### src/rtl/writeback_regfile_stage.sv
// Writeback stage: one-entry holding register that retires into the 32-entry integer regfile.
// Optional retired-instruction counter is built when WB_INSTRET_EN is defined.
//
// state  | meaning
// S_IDLE | nothing held, ready for MEM
// S_HOLD | instr held with its data, retires on the next edge
// S_WAIT | load instr held, data still pending on late_valid
module writeback_regfile_stage #(
    parameter int XLEN      = 32,
    parameter int INSTRET_W = 64,
    parameter int IID_W     = 8
) (
    input  logic                   clk,
    input  logic                   reset,
    input  logic                   mem_wb_valid,
    output logic                   mem_wb_ready,
    input  logic [IID_W-1:0]       mem_wb_inst_id,
    input  logic                   mem_wb_rf_wen,
    input  logic [4:0]             mem_wb_wb_addr,
    input  logic [XLEN-1:0]        mem_wb_wdata,
    input  logic                   mem_wb_wdata_ok,
    input  logic                   late_valid,
    input  logic [XLEN-1:0]        late_wdata,
    output logic [32*XLEN-1:0]     regfile,
    output logic [XLEN+6:0]        dh_wb_fw,
    output logic [INSTRET_W-1:0]   wb_instret
);

    typedef enum logic [1:0] {
        S_IDLE = 2'd0,
        S_HOLD = 2'd1,
        S_WAIT = 2'd2
    } state_t;

    state_t            state;
    state_t            state_nxt;
    logic              wen_q;
    logic              wen_nxt;
    logic [4:0]        addr_q;
    logic [4:0]        addr_nxt;
    logic [XLEN-1:0]   data_q;
    logic [XLEN-1:0]   data_nxt;
    logic              accept;
    logic              retire;
    logic              fw_valid_nxt;
    logic              fw_cf_nxt;
    logic [XLEN-1:0]   fw_wdata_nxt;
    logic [XLEN-1:0]   rf [0:31];

    // Instruction id is carried for trace only; nothing in this stage consumes it.
    logic unused_inst_id;
    assign unused_inst_id = ^mem_wb_inst_id;

    always_comb begin
        accept    = mem_wb_valid && mem_wb_ready;
        retire    = (state == S_HOLD);
        state_nxt = state;
        wen_nxt   = wen_q;
        addr_nxt  = addr_q;
        data_nxt  = data_q;
        case (state)
            S_IDLE, S_HOLD: begin
                if (accept) begin
                    state_nxt = (mem_wb_wdata_ok || !mem_wb_rf_wen) ? S_HOLD : S_WAIT;
                    wen_nxt   = mem_wb_rf_wen;
                    addr_nxt  = mem_wb_wb_addr;
                    data_nxt  = mem_wb_wdata_ok ? mem_wb_wdata : '0;
                end else if (state == S_HOLD) begin
                    state_nxt = S_IDLE;
                end
            end
            S_WAIT: begin
                if (late_valid) begin
                    state_nxt = S_HOLD;
                    data_nxt  = late_wdata;
                end
            end
            default: state_nxt = S_IDLE;
        endcase

        fw_valid_nxt = (state_nxt != S_IDLE) && wen_nxt && (addr_nxt != 5'd0);
        fw_cf_nxt    = (state_nxt == S_HOLD);
        fw_wdata_nxt = fw_cf_nxt ? data_nxt : '0;
    end

    // Outputs are registered from next-state values so they line up with the state they describe.
    always_ff @(posedge clk) begin
        if (reset) begin
            state        <= S_IDLE;
            wen_q        <= 1'b0;
            addr_q       <= 5'd0;
            data_q       <= '0;
            mem_wb_ready <= 1'b1;
            dh_wb_fw     <= '0;
            for (int i = 0; i < 32; i++) begin
                rf[i] <= '0;
            end
        end else begin
            if (retire && wen_q && (addr_q != 5'd0)) begin
                rf[addr_q] <= data_q;
            end
            state        <= state_nxt;
            wen_q        <= wen_nxt;
            addr_q       <= addr_nxt;
            data_q       <= data_nxt;
            mem_wb_ready <= (state_nxt != S_WAIT);
            if (state_nxt == S_IDLE) begin
                dh_wb_fw <= '0;
            end else begin
                dh_wb_fw <= {fw_valid_nxt, fw_cf_nxt, addr_nxt, fw_wdata_nxt};
            end
        end
    end

    // x0 is hardwired; entry 0 of the storage array is never written.
    always_comb begin
        regfile = '0;
        for (int i = 1; i < 32; i++) begin
            regfile[i*XLEN +: XLEN] = rf[i];
        end
    end

`ifdef WB_INSTRET_EN
    always_ff @(posedge clk) begin
        if (reset) begin
            wb_instret <= '0;
        end else if (retire) begin
            wb_instret <= wb_instret + {{(INSTRET_W-1){1'b0}}, 1'b1};
        end
    end
`else
    assign wb_instret = '0;
`endif

endmodule
### config.mk
export PLATFORM = sky130hd
export DESIGN_NAME = writeback_regfile_stage
export DESIGN_NICKNAME = d
export VERILOG_FILES = /design/src/rtl/writeback_regfile_stage.sv
export SDC_FILE = /design/constraint.sdc
export NUM_CORES = 1
export LEC_CHECK = 0
export CAP_MARGIN = 10
export CORE_AREA = 2 2 476 478
export DETAILED_ROUTE_END_ITERATION = 8
export DIE_AREA = 0 0 478 480
export PLACE_DENSITY = 0.47
export SYNTH_ARGS = -nofsm -noshare
export SYNTH_HDL_FRONTEND = slang
export SYNTH_SLANG_ARGS = --single-unit
### constraint.sdc
create_clock -name clk -period 3.1 [get_ports clk]
set_input_delay 0.465 -clock clk [delete_from_list [all_inputs] [get_ports clk]]
set_output_delay 0.465 -clock clk [all_outputs]
set_load 0.005 [all_outputs]
# [After elaboration in Yosys (flattened, before gate mapping)]
# Memories as Yosys holds them, arrays and structs flattened.
# Cells that the tools add are included.
[op_classes] n_mux=21 n_eq_ne=4 reduce_logical=16 bitwise_logic=1
[ops] cell="32-bit two-way mux" count=4
[ops] cell="32-bit one-hot mux with 2 select lines" count=1
[ops] cell="32-bit OR reduction" count=1
[ops] cell="5-bit two-way mux" count=3
[ops] cell="5-bit nonzero test" count=2
[ops] cell="1-bit two-way mux" count=8
[ops] cell="2-bit two-way mux" count=4
[ops] cell="1-bit logical AND" count=5
[ops] cell="2-bit by 1-bit equality test with 1-bit output (second input constant)" count=2
[ops] cell="2-bit zero test" count=2
[ops] cell="2-bit one-hot mux with 2 select lines" count=1
[ops] cell="2-bit OR reduction" count=2
[ops] cell="3-bit OR reduction" count=1
[ops] cell="2-bit equality test (second input constant)" count=1
[ops] cell="2-bit != test (second input constant)" count=1
[ops] cell="2-bit nonzero test" count=1
[ops] cell="1-bit zero test" count=1
[ops] cell="1-bit logical OR" count=1
[ops] cell="1-bit inverter" count=1
[word_totals] regBits=80 ram_bits=1024 elab_cells=50 output_inout_bits=1128 n_memories=1
[mem_list] memory="rf" words=32 word_bits=32 rd=31 rd_ports_with_merged_regs=0 wr=32 line_no="48" rtl="logic [XLEN-1:0] rf [0:31];"

# [Longest topological paths before layout]
[logic_depth] word_depth=8 ltp_mapped=6 ltp_nobuf=3

# [Worst setup path after synthesis]
# OpenSTA, ideal clock, no wires.
[synth_timing] path_kind="in2reg" startpoint="in reset" endpoint="mem rf[6][0] (enable)" path_stages=4 path_slack_ns=0.629 arrival_time_ns=2.083 path_cell_list="buf_6 nand4bb_1 nor3_1 a21o_1"
[synth_rtl] element="start: declaration" line_no="14" rtl="input logic reset,"
[synth_rtl] element="end: declaration" line_no="48"

==> reports/qor.csv <==
stage;metric;value;unit
run_status;status;complete, no violations;
drt;Antenna Nets Post-Route;0;
timing;Worst Max-Slew Pin Slew;1.14;ns
die;Die Area;229000;µm²
grt;initial antenna violation count;17;
synth;flops & latches, synth;1072;
drt;drt drc;0;
final_layout;fillers;23200;
timing;final-report hold violation count;0;
power;P_leak;0.0193;µW
drt;Via density;3.89;
clock_tree;Post CTS Setup Buffer Count;0;
power;Max VDD drop;487;µV
die;starting density of the core;17.5;%
synth;Mapped Area;39300;µm²
drt;Avg WL per Cell;29.4;µm
critical_path;CP delay by family, top;buffers and inverters;
clock_tree;Reg clk slew, reported paths;0.06;ns
clock_tree;CTS sink cnt;1072;
synth;Synth Warn #;0;
clock_tree;CTS Hold Bufs;0;
drt;First-pass DRT Iterations;5;
clock_tree;Worst-Skew Late Latency;0.79;ns
final_layout;Layout Nets;4099;
die;row count;174;
timing;period utilisation layout;77.3;%
timing;Fin Setup TNS;0;ns
synth;post-synthesis cell count;2834;
critical_path;Req. time, crit path;2.63;ns
die;area of the core;224000;µm²
timing;Max Clk Rate;0.417;GHz
critical_path;worst path bufs/invs;1;
clock_tree;Resized cells post-CTS;0;
final_layout;area grow syn2layout;49.2;%
critical_path;worst stage delay on the critical path;0.83;ns
timing;Final setup viols;0;
synth;Distinct cells, synth;35;
synth;sequential share of the synthesized area;79.9;%
critical_path;crit end category;primary output;
placement;gpl congestion;0.838;
timing;RSZ-0062 raised after global routing;false;
die;Die Y;480;µm
clock_tree;H-tree levels;3;
hold_path;Hold Path Class;input port to flop;
grt;GRT overflow;0;
final_layout;fraction of layout cells with a size suffix above 1;10.0;%
clock_tree;clk root buf;clkbuf_16;
power;Pwr per Cell Area;575;nW/µm²
timing;worst clock skew;0.0634;ns
die;I/O Pins;1211;
critical_path;CP max-delay cell;clkdlybuf4s50_1;
critical_path;Max Fanout on Critical Path;1;
timing;Slew headroom;24.2;%
timing;setup ws final;0.704;ns
flow_run;total of max-cap violations;0;
placement;# port buffers;1106;
grt;number of global-route vias before repair;27800;
grt;largest net degree at the start of global routing;61;
placement;Final HPWL DP;151000;µm
critical_path;CP Class;flop to primary output;
timing;Max Transition Viols Final;0;
critical_path;Arrival @ worst endpoint;1.93;ns
clock_tree;Clock Tree Buf Depth;3;
critical_path;CP Launch Type;flop;
clock_tree;CTS Buf Count;120;
clock_tree;TritonCTS clock tree;done;
critical_path;crit-path cells;clkdlybuf4s50_1;
drt;Routed Wire Length;210000;µm
drt;vias post-DR;27800;
grt;Tot GR Track Use;17.7;%
drt;First DRT Iteration DRCs;2255;
die;DIE WIDTH;478;µm
timing;Tmin final;2.40;ns
placement;dpl ws;0.630;ns
synth;Avg Cell Area, Syn;13.9;µm²
grt;first-pass GRT wire length;272000;µm
-- per-layer routing --
| metal | global-route usage (%) | part of all wire, % |
|---|---|---|
| met1 | 21.8 | 41 |
| met2 | 29.7 | 48 |
| met3 | 5.64 | 8.3 |
| met4 | 4.79 | 2.6 |
| met5 | 0 | 0 |
-- report_power, final --
part | internal [µW] | switching [µW] | leakage (µW)
sequential | 16200 | 385 | 0.0109
combinational | 1040 | 1220 | 0.00640
clock | 8420 | 6420 | 0.00194
total | 25700 | 8020 | 0.0193
-- layout make-up --
| class | instances | area, µm² | area share, % |
|---|---|---|---|
| Multi-Input combinational cell | 1559 | 6500 | 11.1 |
| Tap cell | 2992 | 3740 | 6.39 |
| Clock inverter | 79 | 923 | 1.58 |
| Sequential cell | 1072 | 31400 | 53.6 |
| Antenna cell | 17 | 42.5 | 0.0726 |
| Clock buffer | 146 | 3110 | 5.31 |
| Inverter | 1 | 3.75 | 0.00641 |
| Timing Repair Buffer | 1262 | 12800 | 21.9 |
-- final timing paths --
check	end	from	cells past startpoint	slack, ns
setup / recovery	regfile[994]	rf[31][2]	1	0.70
hold / removal	addr_q[2]	reset	3	0.21
setup reg to reg	rf[27][5]	addr_q[1]	4	0.79
hold reg to reg	wen_q	wen_q	2	0.50
-- stage by stage --
| stage | cells | util (%) | hold slack (ns) | instance area, µm² | power [µW] |
|---|---|---|---|---|---|
| after floorplan | 2929 | - | 0.462 | 39600 | 17300 |
| after global placement | 6886 | 24.3 | 0.498 | 54500 | 19300 |
| after detailed placement | 6886 | 24.3 | 0.489 | 54500 | 19300 |
| after CTS | 7111 | 26.1 | 0.141 | 58600 | 34100 |
| after global routing | 7116 | 26.1 | 0.161 | 58600 | 34700 |
| final | 7128 | 26.2 | 0.213 | 58600 | 33700 |
-- cells in the mapped netlist, drive strengths merged --
| master | count | area, µm² |
|---|---|---|
| and4b | 1 | 10.0 |
| and3b | 5 | 43.8 |
| nand2b | 3 | 18.8 |
| inv | 1 | 3.75 |
| nor3b | 5 | 62.6 |
| nor2b | 1 | 6.26 |
| or4 | 1 | 7.51 |
| nand3b | 4 | 46.3 |
| nand4bb | 1 | 11.3 |
| a22oi | 32 | 240 |
| a21oi | 34 | 170 |
| a21o | 32 | 240 |
| nor2 | 1037 | 3890 |
| nand3 | 33 | 178 |
| buf | 229 | 1600 |
| clkbuf | 68 | 255 |
| nand2 | 259 | 975 |
| conb | 1 | 3.75 |
| dfxtp | 80 | 1600 |
| a32oi | 1 | 8.76 |
| mux2i | 5 | 50.1 |
| edfxtp | 992 | 29800 |
| and3 | 3 | 18.8 |
| o22ai | 1 | 6.26 |
| and4bb | 1 | 16.3 |
| nor4 | 1 | 6.26 |
| nor3 | 3 | 20.0 |
-- placed cells by master, fill, tap and decap left out, types with 3 or more instances in the layout --
master / instances
clkdlybuf4s50_1: 1105
nand2_1: 258
nand2b_1: 3
buf_12: 48
mux2i_1: 5
a22oi_1: 32
dfxtp_1: 49
nand3_1: 32
clkinv_1: 23
clkbuf_16: 120
bufinv_16: 15
and3b_2: 4
nor2_1: 1037
nor3b_4: 5
edfxtp_1: 992
buf_4: 108
clkbuf_1: 25
a21oi_1: 34
clkinv_16: 5
clkinv_2: 22
conb_1: 96
diode_2: 17
a21o_1: 4
a21o_2: 28
dfxtp_2: 31
clkinvlp_4: 7
-- cells by family after synthesis --
| family | share of synthesized area, % |
|---|---|
| AOI/OAI and AO/OA | 1.69 |
| buffers and inverters | 4.73 |
| DFF | 79.9 |
| and+or+nand+nor | 13.5 |
| muxes | 0.127 |
| other | 0.00955 |
-- state kept, by name, summed over array words and instances, names as in the netlist --
signal,cells
data_q,32
wen_q,1
rf,992
mem_wb_ready,1
state,2
dh_wb_fw,39
addr_q,5
Note: power is estimated with default switching activity, not from simulation.
